==> src/rtl/multi_roc_pattern_gen.sv <==
// Simulated ROC event generator: header + payload per event into NCHAN SIM_ROC_FIFOs.
// Define PATTERN_PRBS_EN to make pattern_mode 11 emit PRBS-31; otherwise mode 11 acts as the counter.
module multi_roc_pattern_gen #(
    parameter int NCHAN      = 4,
    parameter int DATA_W     = 32,
    parameter int HIT_W      = 10,
    parameter int TAG_W      = 20,
    parameter int ADDR_W     = 6,
    parameter int WPH        = 8,
    parameter int SHARE_HITS = 512,
    parameter int MAX_PEND   = 2
) (
    input  logic                      serdesclk,
    input  logic                      serdesclk_resetn,
    input  logic                      newspill_reset,
    input  logic                      haltrun_en,
    input  logic                      pattern_init,
    input  logic                      ddr_done,
    input  logic [HIT_W-1:0]          hit_in,
    input  logic [TAG_W-1:0]          ewtag_in,
    input  logic [1:0]                pattern_mode,
    input  logic [NCHAN-1:0]          fifo_full,
    output logic [NCHAN-1:0]          pattern_we,
    output logic [NCHAN*DATA_W-1:0]   pattern_data,
    output logic                      hit_re,
    output logic [ADDR_W-1:0]         hit_rdaddr,
    output logic [2:0]                pend_cnt,
    output logic                      hit_over,
    output logic                      hit_under,
    output logic                      size_ovf
);

    localparam int CH_W  = (NCHAN > 1) ? $clog2(NCHAN) : 1;
    localparam int SZ_W  = HIT_W + $clog2(WPH) + 1;
    localparam int SHIFT = $clog2(NCHAN);
    localparam logic [HIT_W-1:0] SHARE_V   = HIT_W'(SHARE_HITS);
    localparam logic [2:0]       MAXP_V    = 3'(MAX_PEND);
    localparam logic [CH_W-1:0]  LAST_CH   = CH_W'(NCHAN - 1);
    localparam logic [SZ_W-1:0]  FIELD_MAX = SZ_W'(4095);

    typedef enum logic [2:0] {
        S_IDLE, S_REQ, S_WAIT, S_WAIT1, S_HEADER, S_PAYLOAD, S_NEXTCH, S_DONE
    } state_t;

    state_t              state_reg, state_next;
    logic [CH_W-1:0]     cur_ch_reg, event_idx_reg;
    logic [HIT_W-1:0]    hits_reg;
    logic [SZ_W-1:0]     word_cnt_reg;
    logic [DATA_W-1:0]   counter_reg, walk_reg;
    logic                alt_reg;
    logic [NCHAN-1:0]    we_reg;
    logic                hit_re_reg;
    logic [ADDR_W-1:0]   rdaddr_reg;
    logic [2:0]          pend_reg;
    logic                over_reg, under_reg, ovf_reg;

    logic                hdr_wr, pl_wr, req_go, sample_hits, hit_filled;
    logic                ch_full;
    logic [NCHAN-1:0]    full_sh;
    logic [SZ_W-1:0]     size_full, ch_size;
    logic [DATA_W-1:0]   hdr_word, pl_word, wr_word, cnt_inc;
    logic                adv_cnt, adv_alt, adv_walk;
`ifdef PATTERN_PRBS_EN
    logic [30:0]         prbs_reg;
    logic                adv_prbs;
`endif

    assign full_sh   = fifo_full >> cur_ch_reg;
    assign ch_full   = full_sh[0];
    assign size_full = SZ_W'(hits_reg) * SZ_W'(WPH);
    assign cnt_inc   = counter_reg + DATA_W'(1);
    assign wr_word   = hdr_wr ? hdr_word : pl_word;

    // Shared events split evenly; otherwise only the owner carries payload.
    always_comb begin
        ch_size = '0;
        if (hits_reg == SHARE_V)
            ch_size = size_full >> SHIFT;
        else if (cur_ch_reg == event_idx_reg)
            ch_size = size_full;
    end

    always_comb begin
        hdr_word = '0;
        hdr_word[DATA_W-1 -: 12] = (ch_size > FIELD_MAX) ? 12'hFFF : ch_size[11:0];
        hdr_word[TAG_W-1:0] = ewtag_in;
    end

    always_comb begin
        pl_word  = cnt_inc;
        adv_cnt  = 1'b0;
        adv_alt  = 1'b0;
        adv_walk = 1'b0;
`ifdef PATTERN_PRBS_EN
        adv_prbs = 1'b0;
`endif
        case (pattern_mode)
            2'b01: begin
                pl_word = alt_reg ? {(DATA_W/2){2'b10}} : {(DATA_W/2){2'b01}};
                adv_alt = 1'b1;
            end
            2'b10: begin
                pl_word  = walk_reg;
                adv_walk = 1'b1;
            end
`ifdef PATTERN_PRBS_EN
            2'b11: begin
                pl_word  = DATA_W'(prbs_reg);
                adv_prbs = 1'b1;
            end
`endif
            default: adv_cnt = 1'b1;
        endcase
    end

    always_ff @(posedge serdesclk or negedge serdesclk_resetn) begin
        if (!serdesclk_resetn)
            state_reg <= S_IDLE;
        else if (newspill_reset)
            state_reg <= S_IDLE;
        else
            state_reg <= state_next;
    end

    always_comb begin
        state_next  = state_reg;
        hdr_wr      = 1'b0;
        pl_wr       = 1'b0;
        req_go      = 1'b0;
        sample_hits = 1'b0;
        hit_filled  = 1'b0;
        case (state_reg)
            S_IDLE:   if (pattern_init) state_next = S_REQ;
            S_REQ: begin
                if (pend_reg < MAXP_V) begin
                    req_go     = 1'b1;
                    state_next = S_WAIT;
                end
            end
            S_WAIT:   state_next = S_WAIT1;
            S_WAIT1: begin
                sample_hits = 1'b1;
                state_next  = S_HEADER;
            end
            S_HEADER: begin
                if (!ch_full) begin
                    hdr_wr     = 1'b1;
                    state_next = S_PAYLOAD;
                end
            end
            S_PAYLOAD: begin
                if (word_cnt_reg == ch_size)
                    state_next = S_NEXTCH;
                else if (!ch_full)
                    pl_wr = 1'b1;
            end
            S_NEXTCH: state_next = (cur_ch_reg == LAST_CH) ? S_DONE : S_HEADER;
            S_DONE: begin
                hit_filled = 1'b1;
                state_next = S_IDLE;
            end
            default:  state_next = S_IDLE;
        endcase
    end

    always_ff @(posedge serdesclk or negedge serdesclk_resetn) begin
        if (!serdesclk_resetn) begin
            cur_ch_reg    <= '0;
            event_idx_reg <= '0;
            hits_reg      <= '0;
            word_cnt_reg  <= '0;
            counter_reg   <= '1;
            walk_reg      <= DATA_W'(1);
            alt_reg       <= 1'b0;
            we_reg        <= '0;
            hit_re_reg    <= 1'b0;
            rdaddr_reg    <= '0;
            pend_reg      <= '0;
            over_reg      <= 1'b0;
            under_reg     <= 1'b0;
            ovf_reg       <= 1'b0;
        end else if (newspill_reset) begin
            cur_ch_reg    <= '0;
            event_idx_reg <= '0;
            hits_reg      <= '0;
            word_cnt_reg  <= '0;
            alt_reg       <= 1'b0;
            we_reg        <= '0;
            hit_re_reg    <= 1'b0;
            pend_reg      <= '0;
            over_reg      <= 1'b0;
            under_reg     <= 1'b0;
            ovf_reg       <= 1'b0;
            if (!haltrun_en) begin
                counter_reg <= '1;
                walk_reg    <= DATA_W'(1);
                rdaddr_reg  <= '0;
            end
        end else begin
            we_reg     <= (hdr_wr || pl_wr) ? (NCHAN'(1) << cur_ch_reg) : '0;
            hit_re_reg <= req_go;
            if (sample_hits) begin
                hits_reg   <= hit_in;
                cur_ch_reg <= '0;
            end
            if (state_reg == S_NEXTCH && cur_ch_reg != LAST_CH)
                cur_ch_reg <= cur_ch_reg + CH_W'(1);
            if (hdr_wr) begin
                word_cnt_reg <= '0;
                if (ch_size > FIELD_MAX)
                    ovf_reg <= 1'b1;
            end
            if (pl_wr) begin
                word_cnt_reg <= word_cnt_reg + SZ_W'(1);
                if (adv_cnt)  counter_reg <= cnt_inc;
                if (adv_alt)  alt_reg     <= ~alt_reg;
                if (adv_walk) walk_reg    <= {walk_reg[DATA_W-2:0], walk_reg[DATA_W-1]};
            end
            if (hit_filled) begin
                rdaddr_reg    <= rdaddr_reg + ADDR_W'(1);
                event_idx_reg <= (event_idx_reg == LAST_CH) ? '0 : event_idx_reg + CH_W'(1);
            end
            // A fill and a drain in the same cycle cancel out.
            if (hit_filled && !ddr_done) begin
                if (pend_reg == MAXP_V) over_reg <= 1'b1;
                if (pend_reg != 3'd7)   pend_reg <= pend_reg + 3'd1;
            end else if (ddr_done && !hit_filled) begin
                if (pend_reg == 3'd0) under_reg <= 1'b1;
                else                  pend_reg  <= pend_reg - 3'd1;
            end
        end
    end

`ifdef PATTERN_PRBS_EN
    always_ff @(posedge serdesclk or negedge serdesclk_resetn) begin
        if (!serdesclk_resetn)
            prbs_reg <= 31'd1;
        else if (newspill_reset) begin
            if (!haltrun_en) prbs_reg <= 31'd1;
        end else if (pl_wr && adv_prbs)
            prbs_reg <= {prbs_reg[29:0], prbs_reg[30] ^ prbs_reg[27]};
    end
`endif

    generate
        for (genvar gi = 0; gi < NCHAN; gi++) begin : g_ch
            logic [DATA_W-1:0] data_reg;
            always_ff @(posedge serdesclk or negedge serdesclk_resetn) begin
                if (!serdesclk_resetn)
                    data_reg <= '0;
                else if (newspill_reset)
                    data_reg <= '0;
                else if ((hdr_wr || pl_wr) && cur_ch_reg == CH_W'(gi))
                    data_reg <= wr_word;
            end
            assign pattern_data[gi*DATA_W +: DATA_W] = data_reg;
        end
    endgenerate

    assign pattern_we = we_reg;
    assign hit_re     = hit_re_reg;
    assign hit_rdaddr = rdaddr_reg;
    assign pend_cnt   = pend_reg;
    assign hit_over   = over_reg;
    assign hit_under  = under_reg;
    assign size_ovf   = ovf_reg;

endmodule

==> config.mk <==
export PLATFORM = sky130hd
export DESIGN_NAME = multi_roc_pattern_gen
export DESIGN_NICKNAME = d
export VERILOG_FILES = /design/src/rtl/multi_roc_pattern_gen.sv
export SDC_FILE = /design/constraint.sdc
export NUM_CORES = 1
export LEC_CHECK = 0
export BUFFER_PORTS_ARGS = -buffer_cell sky130_fd_sc_hd__buf_2
export CORE_MARGIN = 2
export CORE_UTILIZATION = 31
export CTS_CLUSTER_SIZE = 24
export DETAILED_ROUTE_END_ITERATION = 6
export SLEW_MARGIN = 20
export SYNTH_ARGS = -nofsm -noshare
export SYNTH_HDL_FRONTEND = slang
export SYNTH_SLANG_ARGS = --single-unit
export TNS_END_PERCENT = 1
==> constraint.sdc <==
create_clock -name serdesclk -period 3.6 [get_ports serdesclk]
set_clock_uncertainty 0.1 [all_clocks]
set_input_delay 0.36 -clock serdesclk [delete_from_list [all_inputs] [get_ports serdesclk]]
set_output_delay 0.36 -clock serdesclk [all_outputs]
set_load 0.005 [all_outputs]
==> Word level (Yosys, flattened, before mapping) <==
Cells that the tools add are included.
{ "word_totals": {"ff_bits": 241, "latchBits": 0, "ramBits": 0, "mem_bits_ro": 0, "inputBits": 42, "out_inout_bits": 145, "elab_cells": 174, "n_memories": 0} }
{ "op_classes": {"addsub": 7, "n_mul": 0, "div_mod_pow": 0, "order_cmp": 2, "eq_ne": 28, "shift": 2, "mux": 74, "bitwise_logic": 1, "reduce_logical": 41} }
{ "ops": {"columns": ["operator", "count"], "rows": [
  ["32-bit 2-to-1 mux", 18],
  ["32-bit case mux with 2 select lines", 1],
  ["14-bit 2-to-1 mux", 4],
  ["32-bit by 1-bit adder with 32-bit output, second input constant", 1],
  ["3-bit 2-to-1 mux", 10],
  ["2-bit nonzero test", 15],
  ["1-bit 2-to-1 mux", 24],
  ["3-bit case mux with 8 select lines", 1],
  ["10-bit 2-to-1 mux", 2],
  ["6-bit 2-to-1 mux", 3],
  ["3-bit inequality test, second input constant", 6],
  ["14-bit by 1-bit adder with 14-bit output, second input constant", 1],
  ["14-bit equality test", 1],
  ["14-bit by 12-bit greater-than comparator with 1-bit output, second input constant", 1],
  ["2-bit 2-to-1 mux", 7],
  ["13-bit 2-to-1 mux", 1],
  ["3-bit equality test, second input constant", 4],
  ["12-bit 2-to-1 mux", 1],
  ["3-bit AND reduction", 4],
  ["10-bit equality test, second input constant", 1],
  ["3-bit by 2-bit equality test with 1-bit output, second input constant", 3],
  ["3-bit nonzero test", 3],
  ["2-bit equality test, second input constant", 4],
  ["4-bit 2-to-1 mux", 2],
  ["other kinds (22)", 37]
]} }

==> Depth between registers and ports, before layout <==
Gate-level depths: netlist (run 1).
{ "logic_depth": {"ltp_word": 10, "mapped_depth": 11, "mapped_depth_nobuf": 8} }

==> Least setup slack after synthesis (run 1) <==
Ideal clock, no wire load.
{ "synth_timing": {"path_type": "register to register", "startpoint": "register cur_ch_reg[0]", "endpoint": "register counter_reg[10]", "setup_time_ns": 0.091, "arrival_time_ns": 2.446, "required_ns": 3.409, "path_slack_ns": 0.963, "path_stages_with_launch": 10, "n_path_buf": 2, "synth_period_minus_slack_ns": 2.637, "path_cell_list": "dfrtp_1 -> buf_6 -> xnor2_1 -> nand2_2 -> o211a_1 -> o311a_2 -> a211oi_4 -> a21oi_2 -> buf_6 -> o31ai_1"} }
{ "synth_via": {"elab_chain_len": 8, "elab_cells_between_ends": 10, "classes_between": "2 x eq/ne; 1 x shift; 5 x mux; 2 x reduce/logical"} }
{ "synth_rtl": {"columns": ["item", "line", "source"], "rows": [
  ["from (decl)", "46", "logic [CH_W-1:0] cur_ch_reg, event_idx_reg;"],
  ["from (signal assigned)", "207", "cur_ch_reg <= cur_ch_reg + CH_W'(1);"],
  ["2-bit equality test", "79", "else if (cur_ch_reg == event_idx_reg)"],
  ["13-bit 2-to-1 mux", "79", null],
  ["14-bit 2-to-1 mux", "77", "if (hits_reg == SHARE_V)"],
  ["14-bit equality test", "152", "if (word_cnt_reg == ch_size)"],
  ["1-bit 2-to-1 mux (*)", "152", null],
  ["1-bit 2-to-1 mux (*)", "132", "case (state_reg)"],
  ["2-bit nonzero test (no line) (*)", null, null],
  ["3-bit AND reduction (no line) (*)", null, null],
  ["to (signal assigned)", "215", "if (adv_cnt) counter_reg <= cnt_inc;"],
  ["to (decl)", "49", "logic [DATA_W-1:0] counter_reg, walk_reg;"]
]} }
Mark *: on every way between the ends. The rest lies on a longest branch, timed or not.
A chain may end at the register's enable or synchronous reset.

==> Final worst setup path (run 1) <==
{ "layout_timing": {"startpoint": "register hits_reg[3]", "endpoint": "register g_ch[1].data_reg[28]"} }
{ "layout_via": {"elab_chain_len": 8, "elab_cells_between_ends": 14, "classes_between": "1 x order compare; 2 x eq/ne; 8 x mux; 3 x reduce/logical"} }
{ "layout_rtl": {"columns": ["item", "line", "source"], "rows": [
  ["from (decl)", "47", "logic [HIT_W-1:0] hits_reg;"],
  ["from (signal assigned)", "203", "hits_reg <= hit_in;"],
  ["10-bit equality test or 13-bit 2-to-1 mux (tied branches)", "77, 79", null],
  ["14-bit 2-to-1 mux (*)", "77", null],
  ["branches (longest 6 deep; another with 14-bit by 12-bit greater-than comparator with 1-bit output)", null, null],
  ["to (signal assigned)", "254", "data_reg <= wr_word;"],
  ["to (decl)", "247", "logic [DATA_W-1:0] data_reg;"]
]} }
Mark *: on every way between the ends. The select of a mux whose other input is x is not followed.

==> results of run 1 <==
-- what timing repair did --
action | 4_1_cts | 5_1_grt
endpoints found under the hold margin | 68 | 0
buffers inserted | 0 | 0
hold buffers | 12 | 0
-- worst max path at each step --
stage / startpoint / endpoint / cells after the start
final: hits_reg[3] / g_ch[1].data_reg[28] / 7
after global routing: cur_ch_reg[0] / g_ch[1].data_reg[25] / 7
after CTS: hits_reg[3] / g_ch[1].data_reg[28] / 7
after detailed placement: hits_reg[3] / g_ch[1].data_reg[24] / 7
after global placement: cur_ch_reg[0] / g_ch[1].data_reg[21] / 7
after floorplan: cur_ch_reg[0] / counter_reg[10] / 9
-- report_power, final --
group	total [µW]	switching, µW	internal (µW)
logic	1200	776	429
clock network	2840	1180	1660
registers	2980	150	2830
-- metal layers --
metal  GRT usage (%)  part of all wire (%)  wire (µm)
met5               0                 0.075         27
met1            25.0                    46      16400
met2            26.7                    44      16000
met4            6.16                   3.5       1260
met3            3.02                   6.4       2290
-- Yosys cell counts (5+ instances only) --
cell and instances:
clkbuf_1 50, xnor2_1 21, nand2_1 130, xor2_1 24, o21ai_0 149, mux2_2 30, a31oi_1 13, o21ai_1 19
buf_4 10, a211oi_1 10, dfrtp_1 208, nor3_1 11, buf_1 10, buf_2 18, dfstp_2 33, inv_1 22
buf_6 8, nor2b_1 36, a221oi_1 6, a2111o_1 6, o32ai_1 6, a22o_1 13, and3_1 18, a2111oi_2 5
a21o_1 9, nand3_1 119, ha_1 10, nand4_1 12, a21oi_1 51, o31ai_1 28, nor2_1 53
-- critical path: stages (launching register included) --
cell,delay (ns)
dfrtp_1,0.45
nor4b_2,0.31
nand4_1,0.26
a211oi_1,0.40
o311ai_2,0.29
o311ai_4,0.30
buf_4,0.54
mux2_2,0.40
-- cell families (layout without fill, tap and decap cells) --
group	Yosys count	count (layout)	share of synthesized area [%]
and+or+nand+nor	423	423	17.6
AOI/OAI and AO/OA	358	358	19.2
DFF	241	241	50.6
buffers and inverters	121	306	4.81
xor gates and xnor gates	45	45	3.28
muxes	35	35	3.34
adders and majority gates	11	11	1.21
-- stage by stage --
| step | total power (µW) | instances | util, % | hold slack, ns | setup WS, ns |
|---|---|---|---|---|---|
| floorplan | 3750 | 1234 | - | -0.0356 | 0.963 |
| global placement | 4210 | 1875 | 35.2 | 0.288 | 0.527 |
| detailed placement | 4220 | 1875 | 35.2 | 0.290 | 0.389 |
| CTS | 7100 | 1937 | 37.9 | 0.0515 | 0.396 |
| global route | 7360 | 1937 | 37.9 | 0.0931 | 0.188 |
| finish | 7030 | 1937 | 37.9 | 0.0672 | 0.420 |
-- cell type report --
| cell class | instances | area (µm²) | share of cell area (%) |
|---|---|---|---|
| clock inverter | 15 | 161 | 1.11 |
| sequential | 241 | 6070 | 41.6 |
| multi-input combinational | 872 | 5450 | 37.3 |
| clock buffer | 35 | 767 | 5.26 |
| tap | 518 | 648 | 4.44 |
| inverter | 23 | 87.6 | 0.600 |
| timing repair buffer | 233 | 1410 | 9.67 |
==> impl_metrics.json, run 1 <==
{
  "drc_errors": 0,
  "synth_top_cell_by_area": "dfrtp_1",
  "placementRows": 72,
  "syn-num-nets": 1287,
  "vdd_ir_drop_max_mv": 0.379,
  "per_instance_average_area_after_synthesis_um2": 9.73,
  "cts.root.buffer_cell": "clkbuf_16",
  "worst_hold_path_type": "in -> reg",
  "final_net_count": 1452,
  "synth_area_leaders": "dfrtp_1, dfstp_2, o21ai_0",
  "worstReg2RegEnd": "g_ch[1].data_reg[28]",
  "track_usage_pct": 17.5,
  "routed_wirelength_mm": 35.9,
  "clkSlewWorstSetupHoldPaths_ns": 0.06,
  "rr_startpoint": "hits_reg[3]",
  "number_of_global_route_vias_before_repair": 9766,
  "synth_seq_area_share_pct": 50.6,
  "arrival_time_worst_endpoint_ns": 3.50,
  "layout_common_cells": "dfrtp_1, buf_2, o21ai_0",
  "initial_utilization_pct": 31.2,
  "p_leak_uw": 0.00673,
  "globalplace.congestion": 0.825,
  "dr_vias": 10100,
  "largest_register_ff_count": 128,
  "hold_path_end": "hit_under",
  "ys_warn_count": 0,
  "cell_area_after_synthesis_um2": 12000,
  "ctsHtreeMaxLevel": 1,
  "die-height_um": 201,
  "boundaryPins": 187,
  "dp_hpwl_mm": 25.0,
  "rrSetupSlack_ns": 0.42,
  "fp.dieArea_um2": 40300,
  "power-per-cell-area_nw_per_um2": 482,
  "antenna_violating_nets_post_route": 0,
  "yosys_register_bits": 241,
  "setup.worst_path.class": "reg -> reg",
  "final.fill_count": 3858,
  "timing.critical_path.from_type": "flip-flop",
  "core-area_um2": 38500,
  "synth_enable_flop_cells": 0,
  "synthDominantCellAreaShare_pct": 43.4,
  "cts_sinks": 241,
  "whs_path_depth": 3,
  "post-route-period-util_pct": 88.3,
  "cts_resized": 0,
  "layout_area_growth_over_synthesis_pct": 21.6,
  "tritoncts": "done",
  "grt_first_pass_wirelength_mm": 56.7,
  "io_buffers": 186,
  "post_route_cells_drive_above_1_share_pct": 25.9,
  "pin_count_of_the_biggest_net_entering_global_routing": 75,
  "die_w_um": 201,
  "clock_latency_reported_for_the_late_side_of_the_worst_skew_pair_ns": 0.57,
  "layout.cells.most_common": "dfrtp_1",
  "overflow": 0,
  "cts_buffer_depth": 3,
  "avgViaCountPerCell": 5.23,
  "clock_buffers_created_by_tritoncts": 28,
  "timing.reg2reg.worst_path_depth": 7,
  "slew_violations": 0,
  "cp.required_ns": 3.92,
  "drt_iter0_drc": 704,
  "final.min_clock_period_ns": 3.18,
  "worst_slew_pin_slew_ns": 0.953,
  "max-cap-violations": 0,
  "post-route-cell-area_um2": 14600,
  "avg_wl_per_cell_um": 18.6,
  "placed_cell_area_um2": 13500,
  "ys_async_sr_fraction_pct": 100,
  "maxSlewHeadroom_pct": 34.8,
  "synthFlopType": "dfrtp_1",
  "setup_viol": 0,
  "crit_path_max_fo": 57,
  "finalHoldViolations": 0,
  "min_delay_src": "ddr_done",
  "antenna-diode-count": 0,
  "drt_pre_antenna_iters": 5,
  "setup-tns-final_ns": 0,
  "worstSetupEndpointType": "flip-flop",
  "fmaxAchievable_ghz": 0.314,
  "netlist_instances": 1234,
  "synth_cell_types": 82,
  "grt_setup_unrepaired": "no",
  "antenna_violations_before_repair": 2,
  "run_status": "finished clean"
}
No activity file was read; power rests on OpenSTA's default activity.
==> run 2: changes to the inputs <==
--- a/config.mk
+++ b/config.mk
@@ -6,10 +6,10 @@
 export NUM_CORES = 1
 export LEC_CHECK = 0
 export BUFFER_PORTS_ARGS = -buffer_cell sky130_fd_sc_hd__buf_2
-export CORE_MARGIN = 2
 export CORE_UTILIZATION = 31
 export CTS_CLUSTER_SIZE = 24
 export DETAILED_ROUTE_END_ITERATION = 6
+export GPL_TIMING_DRIVEN = 0
 export SLEW_MARGIN = 20
 export SYNTH_ARGS = -nofsm -noshare
 export SYNTH_HDL_FRONTEND = slang
==> run 2 against run 1 <==
- setup slack got worse by 0.30 ns
- fmax decreased by 8.7%
- global-route usage increased by 2.4 points
- register-to-register slack got worse by 0.30 ns
- sequential share of layout area decreased by 0.68 points
- utilization increased by 1.3 points
- hold slack got worse by 0.0021 ns
- via count increased by 4.9%
- sequential cell count unchanged
- total power increased by 2.9%
- first-iteration DRC count increased by 23%
- critical endpoint is now g_ch[0].data_reg[8]
- highest routed layer unchanged
==> impl_metrics.json, run 2 (synthesis results as in run 1) <==
{
  "placed_cell_area_um2": 13700,
  "clock_buffers_created_by_tritoncts": 28,
  "io_buffers": 186,
  "track_usage_pct": 19.9,
  "worst_slew_pin_slew_ns": 1.05,
  "p_leak_uw": 0.00683,
  "die_w_um": 199,
  "worst_hold_path_type": "in -> reg",
  "worstReg2RegEnd": "g_ch[0].data_reg[8]",
  "grt_first_pass_wirelength_mm": 60.2,
  "placementRows": 71,
  "ctsHtreeMaxLevel": 1,
  "setup_viol": 0,
  "hold_path_end": "hit_under",
  "core-area_um2": 37800,
  "cts.repair_timing.setup_buffer_count": 0,
  "slew_violations": 0,
  "layout_common_cells": "dfrtp_1, buf_2, o21ai_0",
  "die-height_um": 199,
  "globalplace.congestion": 0.922,
  "timing.reg2reg.worst_path_depth": 10,
  "whs_path_depth": 3,
  "fin_util_pct": 39.2,
  "maxSlewHeadroom_pct": 29.4,
  "grt_setup_unrepaired": "yes",
  "vdd_ir_drop_max_mv": 0.396,
  "largest_register_ff_count": 128,
  "antenna_violations_before_repair": 3,
  "initial_utilization_pct": 31.7,
  "post_route_cells_drive_above_1_share_pct": 24.9,
  "final.min_clock_period_ns": 3.48,
  "pre_cts_slack_ns": -0.121,
  "power-per-cell-area_nw_per_um2": 487,
  "layout.cells.most_common": "dfrtp_1",
  "clock_latency_reported_for_the_late_side_of_the_worst_skew_pair_ns": 0.59,
  "run_status": "finished clean",
  "tritoncts": "done",
  "drt_pre_antenna_iters": 5,
  "avgViaCountPerCell": 5.31,
  "min_delay_src": "ddr_done",
  "fp.dieArea_um2": 39500,
  "setup.worst_path.class": "reg -> reg",
  "dr_vias": 10600,
  "routed_wirelength_mm": 39.7,
  "layout_area_growth_over_synthesis_pct": 23.6,
  "dp_hpwl_mm": 29.6,
  "timing.critical_path.from_type": "flip-flop",
  "power_uw": 7230,
  "cts_sinks": 241,
  "cp.required_ns": 3.92,
  "worstSetupEndpointType": "flip-flop",
  "final_net_count": 1518,
  "worst_hold_slack_ns": 0.0652,
  "post-route-period-util_pct": 96.7,
  "crit_path_max_fo": 10,
  "arrival_time_worst_endpoint_ns": 3.80,
  "clkSlewWorstSetupHoldPaths_ns": 0.06,
  "cts.root.buffer_cell": "clkbuf_16",
  "rrSetupSlack_ns": 0.12,
  "finalHoldViolations": 0,
  "pin_count_of_the_biggest_net_entering_global_routing": 97,
  "rr_startpoint": "cur_ch_reg[0]",
  "drt_iter0_drc": 865,
  "finalWorstSetupSlack_ns": 0.118,
  "drc_errors": 0,
  "fmaxAchievable_ghz": 0.287,
  "avg_wl_per_cell_um": 19.8,
  "max-cap-violations": 0,
  "number_of_global_route_vias_before_repair": 9984,
  "overflow": 0,
  "cts_buffer_depth": 3,
  "boundaryPins": 187,
  "post-route-cell-area_um2": 14800,
  "antenna_violating_nets_post_route": 0
}
run 2: cell count changes in the layout (fill, tap and decap cells not counted), sizes merged:
cell	previous run	this run
diode	0	2
buf	221	235
clkinvlp	3	1
bufinv	2	4
clkinv	11	10
clkbuf	35	90
run 2: what timing repair did:
item	CTS	global route
hold endpoints to repair	115	0
pin swaps	0	2
cloned	0	0
endpoints found under the setup margin	47	92
gates resized for setup	2	5
hold buffers	12	0
run 2: power by group:
part / total [µW] / internal, µW / switching, µW / leakage (µW)
sequential: 2950 / 2830 / 113 / 0.00325
clock: 3030 / 1830 / 1200 / 0.000487
combinational: 1260 / 427 / 830 / 0.00309
run 2: how the worst max path moves through the flow:
stage                                 from              endpoint  cells after the start
final                        cur_ch_reg[0]   g_ch[0].data_reg[8]                     10
after global routing         cur_ch_reg[1]  g_ch[2].data_reg[13]                      9
after detailed placement     cur_ch_reg[1]   g_ch[0].data_reg[8]                      8
after floorplan              cur_ch_reg[0]       counter_reg[10]                      9
after CTS                    cur_ch_reg[1]  g_ch[2].data_reg[19]                      9
after global placement    serdesclk_resetn           hits_reg[2]                      1
run 2: worst max-delay path, cell delays in order, from the launching register on:
cell and delay [ns]:
dfrtp_1 0.38, buf_6 0.15, mux4_2 0.57, or3b_1 0.37
buf_4 0.20, nor2_4 0.15, buf_6 0.16, buf_6 0.15
a221oi_1 0.05, o21ai_0 0.83, o21ai_0 0.20
run 2: metal layers:
metal	vias up	global-route usage [%]	wire length, µm
met2	415	31.7	18200
met4	2	5.27	760
met1	5261	28.0	18000
met5	-	0	16
li1	4910	-	-
met3	40	3.07	2750
run 2: area by class of cell:
class,count,area (µm²)
Fill cell,3870,23000
Sequential cell,241,6070
Multi-Input combinational cell,872,5410
Timing Repair Buffer,201,1140
Clock buffer,38,788
Tap cell,511,639
Buffer,98,490
Clock inverter,14,205
Inverter,23,86.3
Antenna cell,2,5.00
run 2: per-stage QoR:
step | TNS [ns] | cells
after global placement | -510.74 | 1931
after detailed placement | -2.22 | 1934
after CTS | 0 | 1998
final | 0 | 2000
after floorplan | 0 | 1234
after global routing | -0.611 | 2000
==> run 3: changes to the inputs <==
--- a/config.mk
+++ b/config.mk
@@ -6,10 +6,12 @@
 export NUM_CORES = 1
 export LEC_CHECK = 0
 export BUFFER_PORTS_ARGS = -buffer_cell sky130_fd_sc_hd__buf_2
-export CORE_UTILIZATION = 31
+export CORE_UTILIZATION = 57
 export CTS_CLUSTER_SIZE = 24
 export DETAILED_ROUTE_END_ITERATION = 6
 export GPL_TIMING_DRIVEN = 0
+export HOLD_SLACK_MARGIN = 0.15
+export PLACE_DENSITY = 0.8
 export SLEW_MARGIN = 20
 export SYNTH_ARGS = -nofsm -noshare
 export SYNTH_HDL_FRONTEND = slang
==> run 3 against run 2 <==
- die area decreased by 45%
- via count increased by 2.1%
- setup slack got worse by 0.015 ns
- first-iteration DRC count increased by 8.6%
- register-to-register slack about the same
- critical path type unchanged
- largest power group is now sequential cells
==> impl_metrics.json, run 3 (synthesis results as in run 1) <==
{
  "fmaxAchievable_ghz": 0.286,
  "finalWorstSetupSlack_ns": 0.103,
  "maxUsedRoutingLayer": "met4",
  "die_w_um": 147,
  "p_leak_uw": 0.00675,
  "min_delay_src": "ewtag_in[13]",
  "cts.root.buffer_cell": "clkbuf_16",
  "worst_slew_pin_slew_ns": 0.996,
  "antenna_violating_nets_post_route": 0,
  "globalplace.congestion": 0.932,
  "worstReg2RegEnd": "g_ch[0].data_reg[8]",
  "setup_viol": 0,
  "post-route-cell-area_um2": 14300,
  "clock_latency_reported_for_the_late_side_of_the_worst_skew_pair_ns": 0.53,
  "pin_count_of_the_biggest_net_entering_global_routing": 91,
  "vdd_ir_drop_max_mv": 0.282,
  "placedCellCount": 1692,
  "routed_wirelength_mm": 36.6,
  "drt_pre_antenna_iters": 5,
  "maxSlewHeadroom_pct": 32.9,
  "timing.critical_path.from_type": "flip-flop",
  "placementRows": 52,
  "cts_buffer_depth": 3,
  "cpLargestDelayFamily": "compound AO/OA/AOI/OAI gates",
  "finalHoldViolations": 0,
  "power-per-cell-area_nw_per_um2": 478,
  "final.min_clock_period_ns": 3.50,
  "post-route-period-util_pct": 97.1,
  "run_status": "finished clean",
  "ctsHtreeMaxLevel": 1,
  "final_net_count": 1515,
  "worstSetupEndpointType": "flip-flop",
  "clock_buffers_created_by_tritoncts": 25,
  "max-cap-violations": 0,
  "crit_buf_inv": 4,
  "dr_vias": 10900,
  "overflow": 0,
  "hold_path_end": "g_ch[0].data_reg[13]",
  "pre_cts_slack_ns": 0.142,
  "wl_met1_mm": 15.0,
  "final-instance-count-excl-fill": 1750,
  "met3RoutedLength_mm": 3.09,
  "rrSetupSlack_ns": 0.10,
  "worst_hold_path_type": "in -> reg",
  "layout_common_cells": "dfrtp_1, buf_2, o21ai_0",
  "grt_setup_unrepaired": "no",
  "cts_sinks": 241,
  "track_usage_pct": 33.5,
  "largest_register_ff_count": 128,
  "boundaryPins": 187,
  "layout_area_growth_over_synthesis_pct": 19.4,
  "antenna_violations_before_repair": 0,
  "post_route_cells_drive_above_1_share_pct": 24.3,
  "die-height_um": 147,
  "clkSlewWorstSetupHoldPaths_ns": 0.07,
  "avg_wl_per_cell_um": 20.9,
  "io_buffers": 186,
  "drc_errors": 0,
  "slew_violations": 0,
  "rr_startpoint": "cur_ch_reg[0]",
  "number_of_global_route_vias_before_repair": 10200,
  "crit_path_max_fo": 10,
  "cp_slowest_cell": "o21ai_0",
  "timing.critical_path.mode_cell": "buf_6",
  "tritoncts": "done",
  "antenna-diode-count": 0,
  "crit_path_cell_trace": "buf_6, mux4_2, or3b_1, buf_4, nor2_4, buf_6, buf_6, a221oi_1, o21ai_0, o21ai_0",
  "core-area_um2": 20400,
  "dp_hpwl_mm": 26.4,
  "timing.reg2reg.worst_path_depth": 10,
  "worst_hold_slack_ns": 0.204,
  "cp.required_ns": 3.87,
  "timing.critical_path.slowest_cell_delay_ns": 0.81,
  "worstSetupStartpoint": "cur_ch_reg[0]",
  "grt_first_pass_wirelength_mm": 56.7,
  "setup.worst_path.class": "reg -> reg",
  "met2_length_mm": 17.2,
  "layout.cells.most_common": "dfrtp_1",
  "power_uw": 6850,
  "arrival_time_worst_endpoint_ns": 3.77,
  "placed_cell_area_um2": 13300,
  "drt_iter0_drc": 939,
  "avgViaCountPerCell": 6.20,
  "whs_path_depth": 3,
  "fp.dieArea_um2": 21600,
  "initial_utilization_pct": 58.8
}
## run 3: worst min-delay path, stage by stage
cell	delay (ns)
buf_2	0.08
a21oi_1	0.16
o21ai_0	0.19
## run 3: per-layer routing
layer  track usage, %  up-vias
met3             5.71       88
met1             45.1     5316
li1                 -     4890
met4             13.0        0
met2             54.3      556
met5                0        -
## run 3: worst max path at each step
stage,endpoint,slack (ns),cells after the start
CTS,g_ch[0].data_reg[15],0.1,8
finish,g_ch[0].data_reg[8],0.10,10
detailed placement,g_ch[0].data_reg[8],0.14,8
global placement,hits_reg[6],-2.11,1
floorplan,counter_reg[10],0.96,9
global route,g_ch[1].data_reg[3],0.003,10
## run 3: area by class of cell
class	instances	area, µm²
Tap cell	270	338
Sequential cell	241	6070
Buffer	98	490
Clock buffer	37	721
Clock inverter	8	119
Inverter	23	86.3
Timing Repair Buffer	201	1130
Multi-Input combinational cell	872	5380
Fill cell	1538	6100
## run 3: stage by stage
stage	utilization (%)	TNS, ns
2_1_floorplan	-	0
6_report	70.1	0
3_5_place_dp	65.3	0
5_1_grt	70.1	0
4_1_cts	70.0	0
3_3_place_gp	65.0	-454.56
## run 3: repair_timing
action | CTS | global route
hold buffers | 13 | 0
endpoints found under the hold margin | 86 | 0
setup buffers | 0 | 0
endpoints found under the setup margin | 0 | 31
resized for setup | 0 | 2
## run 3: power by group
part | internal (µW) | switching, µW
registers | 2830 | 113
logic | 423 | 809
clock network | 1600 | 1070
